==> src/rtl/operand_forward_ctrl.sv <==
// rtl/operand_forward_ctrl.sv - decode-stage hazard and operand forwarding controller
module operand_forward_ctrl (
    input  logic        clk,
    input  logic        rst,
    input  logic [19:0] Ins,
    input  logic        ins_valid,
    output logic [1:0]  mux_sel_a,
    output logic [1:0]  mux_sel_b,
    output logic        Imm_sel,
    output logic        stall,
    output logic [4:0]  RW_dm,
    output logic        wen_dm
);

    typedef struct packed {
        logic       wr;
        logic       ld;
        logic [4:0] rw;
    } stage_t;

    // WB results are already final, so the load flag is not carried there
    typedef struct packed {
        logic       wr;
        logic [4:0] rw;
    } wb_stage_t;

    stage_t    ex_q, ex_d, dm_q, dm_d;
    wb_stage_t wb_q, wb_d;

    logic [4:0] opcode, rw_f, ra_f, rb_f;
    logic       is_rr, is_imm, is_load, is_store;
    logic       reads_a, reads_b, writes;
    logic       hazard;

    assign opcode = Ins[19:15];
    assign rw_f   = Ins[14:10];
    assign ra_f   = Ins[9:5];
    assign rb_f   = Ins[4:0];

    function automatic logic [1:0] fwd_sel(input logic rd, input logic [4:0] src,
                                           input stage_t ex, input stage_t dm,
                                           input wb_stage_t wb);
        logic [1:0] sel;
        sel = 2'b00;
        if (rd) begin
            if (ex.wr && ex.rw == src)
                sel = 2'b01;
            else if (dm.wr && dm.rw == src)
                sel = 2'b10;
            else if (wb.wr && wb.rw == src)
                sel = 2'b11;
        end
        return sel;
    endfunction

    always_comb begin
        is_rr    = 1'b0;
        is_imm   = 1'b0;
        is_load  = 1'b0;
        is_store = 1'b0;
        if (ins_valid) begin
            is_rr    = (opcode >= 5'd1)  && (opcode <= 5'd15);
            is_imm   = (opcode >= 5'd16) && (opcode <= 5'd23);
            is_load  = (opcode == 5'd24);
            is_store = (opcode == 5'd25);
        end
        reads_a = is_rr | is_imm | is_load | is_store;
        reads_b = is_rr | is_store;
        writes  = is_rr | is_imm | is_load;
    end

    always_comb begin
        mux_sel_a = fwd_sel(reads_a, ra_f, ex_q, dm_q, wb_q);
        mux_sel_b = fwd_sel(reads_b, rb_f, ex_q, dm_q, wb_q);
        Imm_sel   = is_imm;
        hazard    = ins_valid && ex_q.wr && ex_q.ld &&
                    ((reads_a && ex_q.rw == ra_f) || (reads_b && ex_q.rw == rb_f));
        stall     = hazard;
    end

    always_comb begin
        ex_d = '0;
        if (!hazard) begin
            ex_d.wr = writes;
            ex_d.ld = is_load;
            ex_d.rw = writes ? rw_f : 5'd0;
        end
        dm_d    = ex_q;
        wb_d.wr = dm_q.wr;
        wb_d.rw = dm_q.rw;
    end

    always_ff @(posedge clk) begin
        if (rst) begin
            ex_q <= '0;
            dm_q <= '0;
            wb_q <= '0;
        end else begin
            ex_q <= ex_d;
            dm_q <= dm_d;
            wb_q <= wb_d;
        end
    end

    assign RW_dm  = dm_q.rw;
    assign wen_dm = dm_q.wr;

endmodule

==> config.mk <==
export PLATFORM = sky130hd
export DESIGN_NAME = operand_forward_ctrl
export DESIGN_NICKNAME = d
export VERILOG_FILES = /design/src/rtl/operand_forward_ctrl.sv
export SDC_FILE = /design/constraint.sdc
export NUM_CORES = 1
export LEC_CHECK = 0
export BUFFER_PORTS_ARGS = -buffer_cell sky130_fd_sc_hd__buf_4
export CAP_MARGIN = 10
export CORE_MARGIN = 2
export CORE_UTILIZATION = 49
export DETAILED_ROUTE_END_ITERATION = 10
export PLACE_DENSITY = 0.75
export SLEW_MARGIN = 25
export SYNTH_ARGS = -nofsm -noshare
export SYNTH_HDL_FRONTEND = slang
export SYNTH_SLANG_ARGS = --single-unit
==> constraint.sdc <==
create_clock -name clk -period 1.5 [get_ports clk]
set_input_delay 0.15 -clock clk [delete_from_list [all_inputs] [get_ports clk]]
set_output_delay 0.15 -clock clk [all_outputs]
set_load 0.05 [all_outputs]
==> flow_summary.yaml, run 1 <==
global_routing:
  grt_pass1_wl_um: 4800
  grt_pass1_vias: 1025
  antenna_found_initial: 0
  grt_overflow: 0
  grt_max_degree: 15
  grtUsageTotal: 0.255
timing:
  rsz0062_at_grt: "yes"
  setup_ws_ps: -419
  finalSetupViolCount: 11
  final_hold_viol_count: 0
  tightest_slew_ps: 296
  fin_crit_ps: 1920
  timing.fmax_mhz: 521
  final-max-slew-violation-count: 0
  skew_ps: 5.74
  slew-limit-headroom: 0.802
  min_period_over_period: 1.28
placement:
  placed_cells: 196
  post-place-ws_ps: -159
  numPortBuffers: 34
  dp_hpwl_um: 2200
  place.gp.congestion: 0.947
routing:
  wl_met3_um: 181
  drtIter0Drc: 18
  vias: 1059
  avgRoutedWirePerCell_um: 15.3
  wirelength_um: 3080
  dr.max_layer_used: "met4"
  wl_met2_um: 1570
  drt-met1-wl_um: 1280
  final_antenna_net_count: 0
  drc: 0
  firstDrtPassIters: 6
  via_per_inst: 5.27
setup_path:
  criticalPathCategory: "reg2out"
  worstSetupEndpointType: "primary output"
  startpoint: "wb_q[1]$_SDFF_PP0_"
  startpoint_type: "flop"
  crit-reg2reg-launch: "dm_d[0]$_SDFF_PP0_"
  crit_arrival_ps: 1770
  crit_fanout: 2
  worstPathRequired_ps: 1350
final_layout:
  drive_gt1_frac: 0.569
  most-common-layout-cells: "buf_4 (53), xor2_1 (17), nor2b_1 (12)"
  syn2layout_area_growth_pct: 65.7
  fillers: 106
  n_antenna_cell: 0
  nNetsFinal: 198
  layout.cells.non_filler: 201
  final_util: 0.867
  layout_commonest_cell: "buf_4"
cts:
  clock_sinks: 19
  cts_buffer_depth: 2
  hold_buffers: 0
  cts_root_buffer: "clkbuf_4"
  cts_made_buffers: 3
  cts_htree_levels: 1
  insertion_delay_ps: 290
  clkTransAtPathRegs_ps: 110
  cts_tree: "yes"
job:
  max_cap_viol_count: 0
floorplan:
  num_rows: 16
  die_x_um: 50.0
  die-area_um2: 2500
  die_h_um: 50.0
  core_um2: 1980
  boundaryPins: 35
  initial_core_util: 0.523
synthesis:
  synth_seq_area_share: 0.367
  synth_fp_nets: 136
  ys_types: 25
  ys_dominant_reg_cell: "dfxtp_1"
  synth_warnings: 0
  synth_edf_count: 0
  synthCells: 113
  ys_seq_elements: 19
  postSynthAreaPerCell_um2: 9.18
  asyncSetResetFlopFracSynth: 0
  syn_area_um2: 1040
power_and_ir_drop:
  finalPower_mw: 1.06
  peakVddDrop_mv: 0.510
  p_leak_nw: 0.771
  power_per_cell_area_nw_per_um2: 615
hold_path:
  hold_path.class: "in2reg"
  hold_start: "Ins[14]"
outcome:
  outcome: "finished with violations"
  failed_checks: "setup timing"
==> worst paths after layout <==
| check | slack (ps) | cells past startpoint | to |
|---|---|---|---|
| worst min-delay path | 70 | 3 | dm_d[4]$_SDFF_PP0_ |
| worst min register to register | 500 | 1 | RW_dm[1]$_SDFF_PP0_ |
| worst max-delay path | -420 | 6 | mux_sel_a[1] |
| worst max register to register | -50 | 7 | dm_d[3]$_SDFF_PP0_ |
==> metrics by stage <==
step / TNS, ps / hold slack, ps / area (µm²)
after CTS: -1800 / 58.7 / 1660
after floorplan: -512 / 222 / 1120
after detailed placement: -1160 / 374 / 1570
final: -2010 / 69.2 / 1720
after global routing: -2580 / 69.3 / 1720
after global placement: -962 / 369 / 1570
==> Yosys cell counts (all sizes together) (2+ instances only) <==
cell type,count,area (µm²)
dfxtp,19,380
xor2,18,158
nor2b,15,93.8
xnor2,12,105
nor2,11,41.3
nand2,7,26.3
nand3,5,25.0
nor4,5,46.3
a211oi,2,15.0
a22oi,2,15.0
and3,2,12.5
nand2b,2,12.5
nor3,2,10.0
o211ai,2,20.0
==> layout make-up <==
cell class                      instances  area, µm²  share of cell area
Clock buffer                            3       22.5              0.0131
Clock inverter                          1       5.00             0.00291
Multi-Input combinational cell         92        776               0.451
Sequential cell                        19        409               0.238
Tap cell                               27       33.8              0.0197
Timing Repair Buffer                   59        473               0.275
==> metal layers <==
metal	GRT usage	vias up
met3	0.0455	6
met4	0.0880	0
met5	0	-
met2	0.439	44
li1	-	502
met1	0.317	507
==> kinds of logic (layout without fill, tap and decap cells) <==
group	Yosys count	count (layout)	share of synthesized area
AO/OA/AOI/OAI	10	10	0.0784
AND/OR/NAND/NOR	52	52	0.287
buffers and inverters	2	63	0.0145
flip-flops	19	19	0.367
XOR/XNOR	30	30	0.253
==> worst max-delay path, cell delays in order, from the launching register on <==
cell and delay (ps):
dfxtp_2 350, xor2_1 150, nor4_1 300, and3_2 290, nor2b_4 50, a211oi_4 150, buf_6 180
==> where the power goes <==
group          internal [mW]  switching [mW]
logic                  0.137           0.138
clock network         0.0990           0.158
registers              0.511          0.0140
==> sequential cells by signal (all words and copies together) (netlist names) <==
name    flops
dm_d        7
wb_q        6
RW_dm       5
wen_dm      1
==> what timing repair did <==
action | CTS | global route
endpoints found under the setup margin | 11 | 11
pin swaps | 7 | 10
buffers inserted | 1 | 0
resized for setup | 17 | 12
Power figures use the tool's default switching activity.
==> run 2: changes to the inputs <==
- ABC_AREA: unset -> 1
- CORE_UTILIZATION: 49 -> 50
==> run 2 against run 1 <==
The flow still finishes with violations (setup timing). Worst setup slack better by 230 ps. Total power down 1.1%. Cell area down 3.6%. Clock power up 5%. Via count up 18%. Critical endpoint is now mux_sel_a[0]. Largest cell class unchanged.
==> flow_summary.yaml, run 2 <==
synthesis:
  synth_edf_count: 0
  ys_dominant_reg_cell: "dfxtp_1"
  synth_fa_ha_area_frac: 0
  yosysMostFrequentCell: "nand2_1"
  synthTopCellsByArea: "dfxtp_1 (34%), nand2_1 (12%), inv_1 (11%)"
  synthCells: 174
  ys_types: 19
  synth_top_family_by_area: "simple AND/OR/NAND/NOR gates"
  ys_top_cells_by_count: "nand2_1 (36), inv_1 (34), nor2_1 (24), dfxtp_1 (19), a21oi_1 (9)"
  synth_xor_area_frac: 0.0940
  ys_seq_elements: 19
  syn_area_um2: 1120
  synth_warnings: 0
  synth_fp_nets: 197
  asyncSetResetFlopFracSynth: 0
  netlist.area_leader.share: 0.340
  muxShareOfSynthArea: 0
  synth_seq_area_share: 0.340
  synth_compound_area_frac: 0.0962
  yosysTopAreaCell: "dfxtp_1"
  synth_simple_gate_area_share: 0.336
  postSynthAreaPerCell_um2: 6.43
floorplan:
  boundaryPins: 35
  initial_core_util: 0.516
  die-area_um2: 2630
  num_rows: 17
  die_h_um: 51.3
  die_x_um: 51.3
  core_um2: 2170
job:
  max_cap_viol_count: 0
power_and_ir_drop:
  power_switching_mw: 0.329
  p_leak_nw: 0.763
  swShare: 0.315
  clkPwrFrac: 0.258
  p_comb_frac: 0.235
  power_per_cell_area_nw_per_um2: 631
  power.internal_mw: 0.717
  peakVddDrop_mv: 0.627
  p_seq_frac: 0.507
timing:
  setup_ws_ps: -186
  timing.fmax_mhz: 593
  final-max-slew-violation-count: 0
  finalSetupViolCount: 5
  tightest_slew_ps: 254
  final_hold_viol_count: 0
  fin_crit_ps: 1690
  min_period_over_period: 1.12
  rsz0062_at_grt: "yes"
  slew-limit-headroom: 0.829
  skew_ps: 8.89
routing:
  firstDrtPassIters: 4
  via_per_inst: 5.14
  vias: 1245
  final_antenna_net_count: 0
  drtIter0Drc: 44
  drc: 0
  wirelength_um: 3030
  avgRoutedWirePerCell_um: 12.5
placement:
  place.gp.congestion: 0.890
  placed_cells: 235
  dp_hpwl_um: 2290
  numPortBuffers: 34
  dpl_cell_area_um2: 1460
final_layout:
  layout.cells.non_filler: 242
  most-common-layout-cells: "nand2_1 (32), buf_4 (32), inv_1 (28)"
  syn2layout_area_growth_pct: 48.2
  seq_area_um2: 413
  final_cell_area_um2: 1660
  drive_gt1_frac: 0.500
  nNetsFinal: 238
  n_antenna_cell: 0
  multiInputGateArea_um2: 732
  final_util: 0.764
  largest_reg_flops: 7
  fillers: 170
global_routing:
  antenna_found_initial: 0
  grtUsageTotal: 0.249
  grt_pass1_vias: 1188
  grt_pass1_wl_um: 4920
  grt_max_degree: 14
  grt_overflow: 0
cts:
  cts_buffer_depth: 2
  cts_root_buffer: "clkbuf_4"
  cts_tree: "yes"
  insertion_delay_ps: 310
  hold_buffers: 0
  cts_htree_levels: 1
  clock_sinks: 19
  clkTransAtPathRegs_ps: 120
  cts_made_buffers: 3
setup_path:
  crit_fanout: 2
  crit-reg2reg-launch: "dm_d[4]$_SDFF_PP0_"
  r2r-end: "dm_d[3]$_SDFF_PP0_"
  crit_path_end: "mux_sel_a[0]"
  worstPathRequired_ps: 1350
  worstSetupEndpointType: "primary output"
  rr_worst_depth: 9
  criticalPathCategory: "reg2out"
  crit_arrival_ps: 1540
  startpoint: "wb_q[4]$_SDFF_PP0_"
  r2r_slack_ps: 160
  startpoint_type: "flop"
hold_path:
  hold_path.class: "in2reg"
outcome:
  outcome: "finished with violations"
  failed_checks: "setup timing"
[run 2: changes by cell type after synthesis, moves of 3 or more]
cell | previous run | this run
nor2b_1 | 15 | 0
inv_2 | 0 | 5
nand4_1 | 0 | 3
inv_1 | 0 | 34
a21oi_1 | 0 | 9
nand3_1 | 5 | 8
nor2_1 | 11 | 24
o22ai_1 | 0 | 4
xnor2_1 | 12 | 8
nor4_1 | 4 | 0
xor2_1 | 18 | 4
nor2_2 | 0 | 8
nand2_2 | 0 | 3
nand2_1 | 7 | 36
[run 2: per-layer routing]
metal,track usage,up-vias,wire length [µm]
li1,-,611,-
met1,0.298,557,1200
met2,0.455,64,1550
met3,0.0351,13,204
met4,0.0833,0,71
met5,0,-,0
[run 2: timing repair]
action / 4_1_cts / 5_1_grt
pin swaps: 8 / 18
hold endpoints to repair: 0 / 0
gates resized for setup: 24 / 25
cloned: 0 / 0
endpoints found under the setup margin: 5 / 5
buffers inserted: 1 / 2
[run 2: power groups by stage]
stage	clock network (mW)	logic, mW	registers (mW)
finish	0.270	0.245	0.531
global route	0.290	0.267	0.533
CTS	0.274	0.225	0.531
detailed placement	0	0.216	0.541
global placement	0	0.212	0.540
floorplan	0	0.111	0.552
[run 2: per-stage QoR]
step	setup TNS [ps]	total power [mW]	setup WS (ps)	hold WS, ps
global placement	0	0.752	100	371
finish	-780	1.05	-186	57.3
floorplan	0	0.663	44.4	222
global route	-1200	1.09	-263	57.4
detailed placement	0	0.757	81.8	378
CTS	-808	1.03	-183	56.3
[run 2: worst min path at each step]
stage | to | from | depth (start not counted) | slack [ps]
2_1_floorplan | wb_q[0]$_SDFF_PP0_ | rst | 1 | 220
3_3_place_gp | dm_d[0]$_SDFF_PP0_ | Ins[10] | 3 | 370
6_report | dm_d[2]$_SDFF_PP0_ | Ins[12] | 3 | 60
3_5_place_dp | dm_d[3]$_SDFF_PP0_ | Ins[13] | 3 | 380
5_1_grt | dm_d[1]$_SDFF_PP0_ | Ins[11] | 3 | 60
4_1_cts | dm_d[2]$_SDFF_PP0_ | Ins[12] | 3 | 60
[run 2: cells by family (layout without fill, tap and decap cells)]
group           Yosys count  count (layout)
compound gates           19              19
simple gates             84              84
buf+inv                  40              80
flops                    19              19
xor+xnor                 12              12
[run 2: area by class of cell]
class | count | share of cell area
clock buffers | 3 | 0.0136
clock inverters | 1 | 0.00302
inverters | 39 | 0.0883
multi-input cells | 115 | 0.442
flip-flops and latches | 19 | 0.249
well taps | 28 | 0.0211
repair buffers | 37 | 0.183
[run 2: worst max-delay path: stages, from the launching register on]
cell and delay (ps):
dfxtp_4 380, xnor2_2 130, nand4_1 120, nor2_2 190
nand2_2 90, a21oi_4 150, buf_6 160
==> run 3: changes to the inputs <==
- BUFFER_PORTS_ARGS: -buffer_cell sky130_fd_sc_hd__buf_4 -> unset
- CORE_UTILIZATION: 50 -> 59
- DONT_BUFFER_PORTS: unset -> 1
- PLACE_DENSITY: 0.75 -> 0.72
- REMOVE_ABC_BUFFERS: unset -> 1
==> run 3 against run 2 <==
The flow still finishes with violations (setup timing). Global-route usage grew 2.7 points. Sequential share of layout area grew 2.0 points. Clock power rose by 3%. First-iteration DRC count grew 25%. Via count fell by 7.3%. Cell count down 7.9%. Largest cell class unchanged.
==> flow_summary.yaml, run 3 (same netlist as run 2, synthesis figures left out) <==
power_and_ir_drop:
  power_per_cell_area_nw_per_um2: 681
  peakVddDrop_mv: 0.639
  finalPower_mw: 1.00
  p_leak_nw: 0.678
setup_path:
  crit_arrival_ps: 1550
  worstSetupEndpointType: "primary output"
  worstPathRequired_ps: 1350
  startpoint_type: "flop"
  criticalPathCategory: "reg2out"
  crit_fanout: 2
final_layout:
  nNetsFinal: 222
  layout_commonest_cell: "nand2_1"
  drive_gt1_frac: 0.359
  largest_reg_flops: 7
  fillers: 127
  n_antenna_cell: 0
  syn2layout_area_growth_pct: 31.8
  most-common-layout-cells: "nand2_1 (34), inv_1 (30), nor2_1 (20)"
outcome:
  outcome: "finished with violations"
  failed_checks: "setup timing"
job:
  max_cap_viol_count: 0
floorplan:
  die-area_um2: 2260
  boundaryPins: 35
  die_x_um: 47.5
  initial_core_util: 0.634
  die_h_um: 47.5
  core_um2: 1760
  num_rows: 15
routing:
  via_per_inst: 5.17
  vias: 1154
  drc: 0
  avgRoutedWirePerCell_um: 13.5
  final_antenna_net_count: 0
  drtIter0Drc: 55
  firstDrtPassIters: 4
  wirelength_um: 3010
cts:
  insertion_delay_ps: 310
  clock_sinks: 19
  cts_buffer_depth: 2
  cts_htree_levels: 1
  cts_root_buffer: "clkbuf_4"
  clkTransAtPathRegs_ps: 120
  cts_made_buffers: 3
  cts_tree: "yes"
placement:
  numPortBuffers: 0
  place.gp.congestion: 0.923
  post-place-ws_ps: 145
  dp_hpwl_um: 2050
global_routing:
  grt_pass1_vias: 1078
  grt_overflow: 0
  grtUsageTotal: 0.277
  grt_pass1_wl_um: 4270
  grt_max_degree: 13
  antenna_found_initial: 0
hold_path:
  hold_path.class: "in2reg"
timing:
  timing.fmax_mhz: 587
  final-max-slew-violation-count: 0
  min_period_over_period: 1.13
  finalSetupViolCount: 5
  tightest_slew_ps: 475
  final_hold_viol_count: 0
  rsz0062_at_grt: "yes"
  setup_ws_ps: -202
  fin_crit_ps: 1700
  fin_hold_ws_ps: 1.23
  skew_ps: 6.65
  slew-limit-headroom: 0.682
## run 3: final timing paths
path                           start                  end  slack, ps  depth (start not counted)
setup / recovery  wb_q[4]$_SDFF_PP0_         mux_sel_b[0]       -200                          6
hold / removal                   rst   dm_d[5]$_SDFF_PP0_          1                          3
setup reg to reg  dm_d[2]$_SDFF_PP0_   dm_d[2]$_SDFF_PP0_         90                         11
hold reg to reg   dm_d[0]$_SDFF_PP0_  RW_dm[0]$_SDFF_PP0_        470                          2
## run 3: area by class of cell
| cell class | instances | area [µm²] | share of cell area |
|---|---|---|---|
| multi-input combinational | 115 | 673 | 0.457 |
| sequential | 19 | 397 | 0.269 |
| timing repair buffer | 21 | 196 | 0.133 |
| inverter | 39 | 146 | 0.0993 |
| tap | 25 | 31.3 | 0.0212 |
| clock buffer | 3 | 22.5 | 0.0153 |
| clock inverter | 1 | 7.51 | 0.00509 |
## run 3: metrics by stage
stage               cells  utilization  setup TNS [ps]  area, µm²
CTS                   222        0.809            -683       1430
global placement      209        0.704               0       1240
global route          223        0.835           -1310       1470
floorplan             173            -           -2080       1110
detailed placement    209        0.704               0       1240
finish                223        0.835            -895       1470
## run 3: routing by layer
metal / global-route usage / vias up / share of wire
met1: 0.286 / 515 / 0.39
met5: 0 / - / 0
li1: - / 576 / -
met2: 0.492 / 50 / 0.51
met3: 0.0755 / 13 / 0.068
met4: 0.173 / 0 / 0.031
## run 3: critical path, stage by stage, from the launching register on
cell and delay, ps:
dfxtp_2 360, xnor2_1 170, nand4_1 160, nor2_1 130, nand2_1 60, a21oi_1 140, buf_4 210
## run 3: what timing repair did
action / 4_1_cts / 5_1_grt
pin swaps: 13 / 10
setup endpoints to repair: 5 / 5
setup buffers: 3 / 1
resized for setup: 28 / 11
endpoints found under the hold margin: 17 / 0
hold buffers: 6 / 0
## run 3: where the power goes
part	internal, mW	switching (mW)	total, mW
Combinational	0.0776	0.110	0.188
Clock	0.102	0.177	0.279
Sequential	0.520	0.0163	0.537
Total	0.700	0.304	1.00
